===== config.mk =====
export PLATFORM = sky130hd
export DESIGN_NAME = teeter_ball_ctrl
export DESIGN_NICKNAME = d
export VERILOG_FILES = /design/src/rtl/teeter_ball_ctrl.sv
export SDC_FILE = /design/constraint.sdc
export NUM_CORES = 1
export LEC_CHECK = 0
export CAP_MARGIN = 20
export CORE_UTILIZATION = 40
export CTS_BUF_LIST = sky130_fd_sc_hd__clkbuf_8 sky130_fd_sc_hd__clkbuf_16
export DETAILED_ROUTE_END_ITERATION = 10
export GPL_TIMING_DRIVEN = 0
export SYNTH_ARGS = -nofsm -noshare
export SYNTH_HDL_FRONTEND = slang
export SYNTH_SLANG_ARGS = --single-unit

===== constraint.sdc =====
create_clock -name CLK -period 5.2 [get_ports CLK]
set_input_delay 1.04 -clock CLK [delete_from_list [all_inputs] [get_ports CLK]]
set_output_delay 1.04 -clock CLK [all_outputs]
set_load 0.01 [all_outputs]

===== src/rtl/teeter_ball_ctrl.sv =====
// teeter_ball_ctrl: game-level sequencer for the ball X-position integrator.
//
// Generates the physics tick, drives the integrator preset strobes
// (centre / left end / right end) and the accumulate strobe, integrates the
// board tilt into a saturated signed velocity and detects the ball leaving
// the board on either end.
//
// Build option:
//   TEETER_FRICTION_EN - when defined, a ROLL tick with zero tilt bleeds one
//                        unit of velocity magnitude toward zero. When left
//                        undefined, zero tilt leaves the velocity unchanged.
//
// state | meaning
// ------+------------------------------------------------------------------
// IDLE  | waiting for i_start, ball held at centre, velocity 0
// SERVE | ball held at centre for SERVE_DELAY ticks, i_start ignored
// ROLL  | velocity integrates tilt each tick, bounds checked every cycle
// OVER  | ball fell off, fall flag held, waiting for i_start to re-serve

module teeter_ball_ctrl #(
    parameter int TICK_DIV    = 50000,
    parameter int SERVE_DELAY = 16,
    parameter int VEL_MAX     = 64,
    parameter int POS_MIN     = 0,
    parameter int POS_MAX     = 100,
    parameter int TILT_W      = 4
) (
    input  logic              CLK,
    input  logic              i_rst_n,
    input  logic              i_start,
    input  logic [TILT_W-1:0] i_tilt,
    input  logic [31:0]       i_pos,
    output logic              o_calc_time,
    output logic [31:0]       o_velocity,
    output logic              o_rst0,
    output logic              o_rst1,
    output logic              o_rst2,
    output logic [1:0]        o_state,
    output logic              o_fell_left,
    output logic              o_fell_right
);

    typedef enum logic [1:0] {
        ST_IDLE  = 2'd0,
        ST_SERVE = 2'd1,
        ST_ROLL  = 2'd2,
        ST_OVER  = 2'd3
    } state_t;

    localparam int TICK_W  = $clog2(TICK_DIV);
    localparam int SERVE_W = $clog2(SERVE_DELAY + 1);

    localparam logic [TICK_W-1:0]   TICK_LAST  = TICK_W'(TICK_DIV - 1);
    localparam logic [SERVE_W-1:0]  SERVE_LAST = SERVE_W'(SERVE_DELAY - 1);
    localparam logic signed [31:0]  POS_MIN_S  = 32'(POS_MIN);
    localparam logic signed [31:0]  POS_MAX_S  = 32'(POS_MAX);
    localparam logic signed [32:0]  VEL_HI     = 33'(VEL_MAX);
    localparam logic signed [32:0]  VEL_LO     = 33'(-VEL_MAX);

    state_t                    state;
    logic [TICK_W-1:0]         tick_cnt;
    logic [SERVE_W-1:0]        serve_cnt;
    logic signed [31:0]        vel;
    logic [TILT_W-1:0]         tilt_q;

    logic                      tick;
    logic                      start_req;
    logic                      pos_lo;
    logic                      pos_hi;
    logic signed [32:0]        vel_sum;
    logic signed [31:0]        vel_sat;
    logic signed [31:0]        vel_next;

    assign tick      = (tick_cnt == TICK_LAST);
    assign start_req = i_start && ((state == ST_IDLE) || (state == ST_OVER));
    assign pos_lo    = ($signed(i_pos) < POS_MIN_S);
    assign pos_hi    = ($signed(i_pos) > POS_MAX_S);

    assign o_velocity = vel;
    assign o_state    = state;
    assign o_rst0     = (state == ST_IDLE) || (state == ST_SERVE);

    // Velocity update candidate: tilt captured at the tick edge, summed at 33 bits, then clamped.
    always_comb begin
        vel_sum = {vel[31], vel} + {{(33 - TILT_W){tilt_q[TILT_W-1]}}, tilt_q};
        if (vel_sum > VEL_HI) begin
            vel_sat = VEL_HI[31:0];
        end else if (vel_sum < VEL_LO) begin
            vel_sat = VEL_LO[31:0];
        end else begin
            vel_sat = vel_sum[31:0];
        end
`ifdef TEETER_FRICTION_EN
        if (tilt_q == '0) begin
            if (vel > 0) begin
                vel_next = vel - 32'sd1;
            end else if (vel < 0) begin
                vel_next = vel + 32'sd1;
            end else begin
                vel_next = vel;
            end
        end else begin
            vel_next = vel_sat;
        end
`else
        vel_next = vel_sat;
`endif
    end

    // Physics tick divider; restarts on every entry into SERVE so the serve hold is exact.
    always_ff @(posedge CLK) begin
        if (!i_rst_n) begin
            tick_cnt <= '0;
        end else if (start_req || tick) begin
            tick_cnt <= '0;
        end else begin
            tick_cnt <= tick_cnt + 1'b1;
        end
    end

    // Game FSM with registered strobes, fall flags and velocity.
    // The accumulate strobe is raised on the edge after a tick; the integrator
    // samples it on the following edge using the old velocity, and that same
    // edge commits the new velocity.
    always_ff @(posedge CLK) begin
        if (!i_rst_n) begin
            state        <= ST_IDLE;
            serve_cnt    <= '0;
            vel          <= '0;
            tilt_q       <= '0;
            o_calc_time  <= 1'b0;
            o_rst1       <= 1'b0;
            o_rst2       <= 1'b0;
            o_fell_left  <= 1'b0;
            o_fell_right <= 1'b0;
        end else begin
            o_calc_time <= 1'b0;
            o_rst1      <= 1'b0;
            o_rst2      <= 1'b0;

            case (state)
                ST_IDLE: begin
                    vel <= '0;
                    if (i_start) begin
                        state     <= ST_SERVE;
                        serve_cnt <= '0;
                    end
                end

                ST_SERVE: begin
                    vel <= '0;
                    if (tick) begin
                        if (serve_cnt == SERVE_LAST) begin
                            state     <= ST_ROLL;
                            serve_cnt <= '0;
                        end else begin
                            serve_cnt <= serve_cnt + 1'b1;
                        end
                    end
                end

                ST_ROLL: begin
                    if (pos_lo) begin
                        o_rst1      <= 1'b1;
                        o_fell_left <= 1'b1;
                        vel         <= '0;
                        state       <= ST_OVER;
                    end else if (pos_hi) begin
                        o_rst2       <= 1'b1;
                        o_fell_right <= 1'b1;
                        vel          <= '0;
                        state        <= ST_OVER;
                    end else begin
                        if (o_calc_time) begin
                            vel <= vel_next;
                        end
                        if (tick) begin
                            o_calc_time <= 1'b1;
                            tilt_q      <= i_tilt;
                        end
                    end
                end

                ST_OVER: begin
                    vel <= '0;
                    if (i_start) begin
                        state        <= ST_SERVE;
                        serve_cnt    <= '0;
                        o_fell_left  <= 1'b0;
                        o_fell_right <= 1'b0;
                    end
                end

                default: begin
                    state <= ST_IDLE;
                    vel   <= '0;
                end
            endcase
        end
    end

endmodule


==> impl_metrics.yaml, run 1 <==
run_status:
  status: "finished, final reports clean"
global_routing:
  grt-ovfl-total: 0
  grt_pass1_vias: 5009
  grt_pass1_wl_mm: 24.0
  grt_usage_pct: 23.6
  grt_max_degree: 20
  antenna_found_initial: 0
floorplanning:
  die_w_um: 112
  die_area_mm2: 0.0127
  start_util_pct: 41.9
  die_h_um: 112
  num_io_pins: 79
  rows: 39
  coreArea_mm2: 0.0117
worst_setup_path:
  r2r-end: "o_velocity[2]"
  worstPathArrival_ps: 4620
  cp_max_fo: 19
  max_stage_delay_ps: 710
  cp_num_buf_inv: 1
  r2r_slack_ps: 820
  path_delay_family: "compound AO/OA/AOI/OAI gates"
  slowest_stage: "dfxtp_1"
  r2r-start: "tilt_q[3]"
  start_kind: "flop"
  critPathKind: "reg -> reg"
  crit_required_ps: 5430
  endpoint_kind: "flop"
  cp_cell_sequence: "buf_16 -> ha_1 -> a21oi_1 -> o21ai_0 -> a2111o_1 -> o211ai_1 -> nand4_1 -> nor4_1 -> nand4b_1 -> nor4_2 -> a21oi_2 -> o31ai_1"
  reg2regPathDepth: 12
logic_synthesis:
  synth_top_area_share_pct: 26.2
  yosys_warnings: 0
  synth_edf_count: 0
  async_reset_ff_share_pct: 0
  synthTopCellsByArea: "dfxtp_1 (26%), ha_1 (10%), nand2_1 (7.2%), a21oi_1 (6.7%), nor2_1 (4.8%)"
  synthFlopType: "dfxtp_1"
  ys_seq_elements: 64
  synth.largest_area_cell: "dfxtp_1"
  avgSynthCellArea_um2: 7.64
  synth_nets: 718
  synth_cells: 639
  ys_seq_area_share_pct: 26.2
  ys_types: 76
  synthesis.area_mm2: 0.00488
timing:
  final-hold-violation-count: 0
  final.period_utilization_pct: 84.3
  fin_setup_tns_ps: 0
  finalClockSkew_ps: 9.11
  max_slew.worst_pin.slew_ps: 826
  slew_viol_final: 0
  hold_ws_ps: 433
  slew_headroom_pct: 44.6
  rsz0062_at_grt: "no"
  finalCriticalPeriod_ps: 4380
  fmax_ghz: 0.228
  setup_viol: 0
drt:
  wirelength_mm: 14.2
  ant_nets: 0
  drt-vias-per-instance: 5.83
  first_pass_iters: 5
  vias: 5111
  drt-wirelength-per-cell_um: 16.2
  drc: 0
  dr.first_iter.drc_count: 294
power:
  irDropWorstVdd_uv: 227
  power.total_mw: 1.40
  pwr_density_cell_mw_per_mm2: 227
  p_leak_nw: 2.43
final_layout:
  areaGrowthSynthToFinish_pct: 26.5
  nNetsFinal: 808
  fin_area_mm2: 0.00618
  final_common_cell: "nand2_1"
  layout_common_cells: "nand2_1 (94), clkdlybuf4s50_1 (78), a21oi_1 (65)"
  num_antenna_cells: 0
  drive_above_1_share_pct: 8.04
clock_tree:
  cts_tree: "yes"
  numCtsBuffers: 9
  cts_max_level: 3
  cts_resized: 0
  root_buffer: "clkbuf_16"
  clock_path_buffers: 2
  ctsHoldBuffers: 0
  clk_pin_slew_worst_paths_ps: 50
  clock_latency_ps: 330
  clock_sinks: 64
  post-cts-setup-buffers: 0
place:
  io_buffer_count: 78
  place_area_mm2: 0.00587
  hpwl_mm: 11.5
  gp_congestion: 0.926
run:
  cap_violations: 0
hold_path:
  hold_class: "reg -> reg"
  hp-start: "serve_cnt[4]"
  whs_endpoint: "serve_cnt[4]"
  hold_depth: 2
==> layer usage <==
layer	up-vias	part of all wire, %	track usage, %
met5	-	0	0
li1	2563	-	-
met2	134	49	40.9
met1	2402	45	30.1
met4	0	1.1	6.76
met3	12	5.3	3.94
==> cell families after synthesis <==
group / after synthesis / share of synthesized area, %
compound gates: 186 / 25.4
flops: 64 / 26.2
buf+inv: 35 / 3.00
simple gates: 281 / 28.6
mux: 8 / 1.69
fa+ha+maj: 40 / 10.4
xor+xnor: 25 / 4.64
==> cell usage after synthesis (all sizes together) (7+ instances only) <==
cell	instances
o211ai	9
clkbuf	11
nor3	19
a21o	9
inv	13
a211oi	10
nand2	94
or2	7
nor2	62
xor2	14
nand3	19
and3	11
ha	39
o21ai	32
nor4	14
a21oi	71
buf	10
nand4	18
o21a	8
dfxtp	64
xnor2	11
o31ai	7
==> where the power goes <==
part | total (mW) | leakage, nW | switching (mW) | internal (mW)
clock network | 0.611 | 0.148 | 0.217 | 0.395
logic | 0.253 | 1.77 | 0.130 | 0.123
registers | 0.539 | 0.516 | 0.0250 | 0.514
total | 1.40 | 2.43 | 0.372 | 1.03
==> state kept, by name (all words and copies together), names as in the netlist <==
| name | flops |
|---|---|
| tick_cnt | 16 |
| o_fell_right | 1 |
| o_calc_time | 1 |
| o_rst1 | 1 |
| tilt_q | 4 |
| o_rst2 | 1 |
| o_state | 2 |
| o_fell_left | 1 |
| serve_cnt | 5 |
| o_velocity | 32 |
==> stage by stage <==
step           cells  util (%)  worst slack, ps
6_report         877      53.0              816
2_1_floorplan    639         -             1610
4_1_cts          877      53.0              815
5_1_grt          877      53.0              547
3_5_place_dp     861      50.3              872
3_3_place_gp     860      50.1              490
==> final cells by class <==
cell class | count | area (µm²)
timing repair buffer | 79 | 808
clock buffer | 11 | 253
tap | 143 | 179
inverter | 14 | 52.6
sequential | 64 | 1280
buffer | 21 | 93.8
clock inverter | 5 | 55.1
fill | 1112 | 5480
multi-input combinational | 540 | 3460
==> worst max path at each step <==
stage | end | cells after the start | slack, ps | from
final | o_velocity[2] | 12 | 820 | tilt_q[3]
after global routing | o_velocity[2] | 13 | 550 | tilt_q[3]
after CTS | o_velocity[2] | 12 | 810 | tilt_q[3]
after detailed placement | o_velocity[4] | 12 | 870 | tilt_q[3]
after global placement | o_velocity[2] | 11 | 490 | tilt_q[3]
after floorplan | o_velocity[2] | 12 | 1610 | tilt_q[3]
==> worst min-delay path, stage by stage (launching register included) <==
cell and delay [ps]:
dfxtp_1 310, nand2_1 50, a21oi_1 30
Power figures use the tool's default switching activity.
==> run 2: changes to the inputs <==
==> constraint.sdc (replaced) <==
create_clock -name CLK -period 4.6 [get_ports CLK]
set_input_delay 0.92 -clock CLK [delete_from_list [all_inputs] [get_ports CLK]]
set_output_delay 0.92 -clock CLK [all_outputs]
set_load 0.01 [all_outputs]
==> run 2 against run 1 <==
  * Sequential power grew 13%
  * Total power grew 13%
  * Critical path depth is the same
  * Combinational power grew 13%
  * Highest routed layer unchanged
  * Largest power group unchanged
  * Via count is the same
  * Global-route usage is the same
==> impl_metrics.yaml, run 2 (same netlist as run 1, synthesis figures left out) <==
final_layout:
  nNetsFinal: 808
  num_antenna_cells: 0
  postLayoutCoreUtil_pct: 53.0
  fillers: 1112
  areaGrowthSynthToFinish_pct: 26.5
  drive_above_1_share_pct: 8.17
  largest_reg_flops: 32
  layout_common_cells: "nand2_1 (94), clkdlybuf4s50_1 (78), a21oi_1 (65)"
  final_common_cell: "nand2_1"
  finalNonFillerCells: 877
hold_path:
  whs_endpoint: "serve_cnt[4]"
  hold_class: "reg -> reg"
  hp-start: "serve_cnt[4]"
  hold_depth: 2
timing:
  rsz0062_at_grt: "no"
  final-hold-violation-count: 0
  slew_viol_final: 0
  slew_headroom_pct: 44.6
  setup_viol: 0
  finalCriticalPeriod_ps: 4170
  finalClockSkew_ps: 9.11
  fin_setup_tns_ps: 0
  max_slew.worst_pin.slew_ps: 826
  fmax_ghz: 0.240
  final.period_utilization_pct: 90.7
worst_setup_path:
  start_kind: "flop"
  reg2regPathDepth: 12
  worstPathArrival_ps: 4410
  cp_max_fo: 19
  crit_required_ps: 4830
  critPathLaunch: "tilt_q[3]"
  r2r-start: "tilt_q[3]"
  r2r-end: "o_velocity[2]"
  critPathKind: "reg -> reg"
  r2r_slack_ps: 430
  endpoint_kind: "flop"
place:
  gp_congestion: 0.926
  hpwl_mm: 11.5
  io_buffer_count: 78
  dp_cells: 861
floorplanning:
  num_io_pins: 79
  die_area_mm2: 0.0127
  start_util_pct: 41.9
  die_w_um: 112
  rows: 39
  die_h_um: 112
  coreArea_mm2: 0.0117
global_routing:
  antenna_found_initial: 0
  grt-ovfl-total: 0
  grt_pass1_vias: 5009
  grt_max_degree: 20
  grt_pass1_wl_mm: 24.0
  grt_usage_pct: 23.6
clock_tree:
  clock_path_buffers: 2
  root_buffer: "clkbuf_16"
  clk_pin_slew_worst_paths_ps: 50
  cts_tree: "yes"
  numCtsBuffers: 9
  cts_max_level: 3
  clock_sinks: 64
  clock_latency_ps: 330
run:
  cap_violations: 0
drt:
  drc: 0
  wirelength_mm: 14.2
  vias: 5111
  drt-wirelength-per-cell_um: 16.2
  dr.first_iter.drc_count: 294
  first_pass_iters: 5
  ant_nets: 0
  drt-vias-per-instance: 5.83
power:
  power.total_mw: 1.59
  irDropWorstVdd_uv: 257
  pwr_density_cell_mw_per_mm2: 257
  p_leak_nw: 2.43
run_status:
  status: "finished, final reports clean"
-- run 2: cell types whose count changed in the layout (fill, tap and decap cells not counted) --
cell	before	now
dfxtp_1	64	63
dfxtp_2	0	1
-- run 2: what timing repair did --
item / CTS / global route
hold buffers: 0 / 0
endpoints found under the setup margin: 0 / 2
gates resized for setup: 0 / 1
buffers inserted: 0 / 0
-- run 2: worst max path at each step --
| stage | endpoint | slack, ps |
|---|---|---|
| final | o_velocity[2] | 430 |
| after global routing | o_velocity[2] | 180 |
| after CTS | o_velocity[2] | 210 |
| after detailed placement | o_velocity[4] | 270 |
| after global placement | o_velocity[2] | -110 |
| after floorplan | o_velocity[2] | 1010 |
-- run 2: report_power, final --
part	internal, mW	switching (mW)
Combinational	0.139	0.148
Sequential	0.581	0.0282
Clock	0.446	0.245
Total	1.17	0.421
-- run 2: final cells by class --
class	instances	area [µm²]	share of cell area [%]
multi-input cells	540	3460	55.9
flip-flops and latches	64	1280	20.8
repair buffers	79	808	13.1
clock buffers	11	253	4.09
well taps	143	179	2.90
plain buffers	21	93.8	1.52
clock inverters	5	55.1	0.891
inverters	14	52.6	0.850
-- run 2: critical path, stage by stage (launching register included) --
cell and delay [ps]:
dfxtp_2 530, buf_16 200, ha_1 310, a21oi_1 380
o21ai_0 310, a2111o_1 430, o211ai_1 250, nand4_1 120
nor4_1 380, nand4b_1 200, nor4_2 500, a21oi_2 210
o31ai_1 250
-- run 2: per-stage QoR --
| step | hold slack [ps] | cell area [µm²] | setup slack (ps) |
|---|---|---|---|
| 2_1_floorplan | 412 | 4880 | 1010 |
| 3_3_place_gp | 427 | 5840 | -110 |
| 3_5_place_dp | 427 | 5870 | 272 |
| 4_1_cts | 434 | 6180 | 215 |
| 5_1_grt | 467 | 6180 | 180 |
| 6_report | 433 | 6180 | 429 |
-- run 2: routing by layer --
| layer | share of wire, % | track usage, % |
|---|---|---|
| met1 | 45 | 30.1 |
| met4 | 1.1 | 6.76 |
| met2 | 49 | 40.9 |
| met5 | 0 | 0 |
| met3 | 5.3 | 3.94 |
==> run 3: changes to the inputs <==
--- a/config.mk
+++ b/config.mk
@@ -5,11 +5,13 @@
 export SDC_FILE = /design/constraint.sdc
 export NUM_CORES = 1
 export LEC_CHECK = 0
-export CAP_MARGIN = 20
+export CAP_MARGIN = 5
 export CORE_UTILIZATION = 40
 export CTS_BUF_LIST = sky130_fd_sc_hd__clkbuf_8 sky130_fd_sc_hd__clkbuf_16
+export CTS_CLUSTER_SIZE = 28
 export DETAILED_ROUTE_END_ITERATION = 10
 export GPL_TIMING_DRIVEN = 0
+export HOLD_SLACK_MARGIN = 0.03
 export SYNTH_ARGS = -nofsm -noshare
 export SYNTH_HDL_FRONTEND = slang
 export SYNTH_SLANG_ARGS = --single-unit
==> run 3 against run 2 <==
  * Total power rose by 0.12%
  * Clock skew down 1.5 ps
  * Worst hold slack improved by 0.79 ps
  * Flip-flop and latch count stayed put
  * Critical path type unchanged
==> impl_metrics.yaml, run 3 (same netlist as run 1, synthesis figures left out) <==
run_status:
  status: "finished, final reports clean"
clock_tree:
  clock_path_buffers: 2
  root_buffer: "clkbuf_16"
  clock_sinks: 64
  numCtsBuffers: 9
  clk_pin_slew_worst_paths_ps: 50
  clock_latency_ps: 330
  cts_max_level: 3
  cts_tree: "yes"
worst_setup_path:
  crit_required_ps: 4840
  cp-endpoint: "o_velocity[2]"
  slowest_stage: "dfxtp_2"
  cp_cell_sequence: "ha_1 -> buf_2 -> a21oi_1 -> o21ai_0 -> a21o_1 -> nor3_1 -> a21boi_1 -> a21oi_1 -> or4bb_1 -> nor4_2 -> a21oi_2 -> o31ai_1"
  reg2regPathDepth: 12
  r2r_slack_ps: 320
  cp_max_fo: 30
  worstPathArrival_ps: 4520
  r2r-start: "tilt_q[3]"
  max_stage_delay_ps: 740
  endpoint_kind: "flop"
  critPathKind: "reg -> reg"
  r2r-end: "o_velocity[2]"
  start_kind: "flop"
  critPathLaunch: "tilt_q[3]"
  cpMostUsedCell: "a21oi_1"
power:
  p_leak_nw: 2.42
  power.share.clock_pct: 43.5
  pwr_density_cell_mw_per_mm2: 258
  p_int_mw: 1.16
  p_seq_share_pct: 38.4
  p_sw_uw: 433
  p_comb_share_pct: 18.1
  irDropWorstVdd_uv: 230
  swShare_pct: 27.3
floorplanning:
  start_util_pct: 41.9
  num_io_pins: 79
  die_h_um: 112
  coreArea_mm2: 0.0117
  die_w_um: 112
  rows: 39
  die_area_mm2: 0.0127
final_layout:
  fin_area_mm2: 0.00615
  areaGrowthSynthToFinish_pct: 26.0
  drive_above_1_share_pct: 8.05
  finalNonFillerCells: 876
  num_antenna_cells: 0
  largest_reg_flops: 32
  nNetsFinal: 807
  layout_common_cells: "nand2_1 (94), clkdlybuf4s50_1 (78), a21oi_1 (65)"
  final_common_cell: "nand2_1"
timing:
  rsz0062_at_grt: "no"
  final.period_utilization_pct: 93.0
  max_slew.worst_pin.slew_ps: 748
  final-hold-violation-count: 0
  fin_setup_tns_ps: 0
  finalClockSkew_ps: 7.58
  fmax_ghz: 0.234
  slew_headroom_pct: 49.8
  finalCriticalPeriod_ps: 4280
  slew_viol_final: 0
  setup_viol: 0
drt:
  drc: 0
  dr.first_iter.drc_count: 233
  vias: 5110
  drt-vias-per-instance: 5.83
  drt-wirelength-per-cell_um: 16.3
  ant_nets: 0
  wirelength_mm: 14.3
  first_pass_iters: 5
global_routing:
  grt-ovfl-total: 0
  grt_pass1_wl_mm: 23.7
  grt_pass1_vias: 4998
  antenna_found_initial: 0
  grt_usage_pct: 23.3
  grt_max_degree: 31
place:
  place_area_mm2: 0.00584
  gp_congestion: 0.926
  io_buffer_count: 78
  hpwl_mm: 11.4
  dp_cells: 860
hold_path:
  hold_class: "reg -> reg"
run:
  cap_violations: 0
run 3: metrics by stage:
step                hold WS (ps)  total power [mW]  setup WS (ps)  util (%)
CTS                          433              1.60            321      52.7
floorplan                    412             0.784           1010         -
global placement             427             0.899           -110      50.1
detailed placement           425             0.906          -73.4      50.1
global route                 488              1.66           65.1      52.7
finish                       433              1.59            321      52.7
run 3: metal layers:
layer | vias up | wire (µm) | global-route usage [%]
met3 | 21 | 661 | 4.10
met4 | 0 | 233 | 8.27
met5 | - | 0 | 0
met2 | 146 | 6890 | 40.4
met1 | 2383 | 6460 | 28.9
li1 | 2560 | - | -
run 3: power groups by stage:
| stage | clock, mW | combinational [mW] | sequential [mW] |
|---|---|---|---|
| 6_report | 0.691 | 0.288 | 0.610 |
| 2_1_floorplan | 0 | 0.163 | 0.621 |
| 3_3_place_gp | 0 | 0.279 | 0.620 |
| 3_5_place_dp | 0 | 0.286 | 0.620 |
| 4_1_cts | 0.701 | 0.289 | 0.609 |
| 5_1_grt | 0.725 | 0.326 | 0.614 |
run 3: cell type report:
class,count,area (µm²)
fillers,1085,5510
multi-input cells,540,3460
flip-flops and latches,64,1280
repair buffers,78,781
clock buffers,10,239
well taps,143,179
plain buffers,21,93.8
clock inverters,6,67.6
inverters,14,52.6
run 3: how the worst min path moves through the flow:
stage                     slack, ps    startpoint            to  cells past startpoint
after floorplan                 410  serve_cnt[4]  serve_cnt[4]                      2
after global placement          430  serve_cnt[4]  serve_cnt[4]                      2
after detailed placement        420  serve_cnt[4]  serve_cnt[4]                      2
after CTS                       430  serve_cnt[4]  serve_cnt[4]                      2
after global routing            490   tick_cnt[0]   tick_cnt[0]                      1
final                           430  serve_cnt[4]  serve_cnt[4]                      2
run 3: critical path, delay by kind of cell, from the launching register on:
| kind | cells | cell delay (ps) |
|---|---|---|
| AND/OR/NAND/NOR | 3 | 1130 |
| flip-flops | 1 | 740 |
| adder cells (fa/ha/maj) | 1 | 350 |
| buffers and inverters | 1 | 170 |
| AO/OA/AOI/OAI | 7 | 1780 |
run 3: timing repair:
| item | CTS | global route |
|---|---|---|
| endpoints found under the hold margin | 0 | 0 |
| resized for setup | 1 | 0 |
| setup buffers | 0 | 0 |
| setup endpoints to repair | 6 | 0 |
| hold buffers | 0 | 0 |
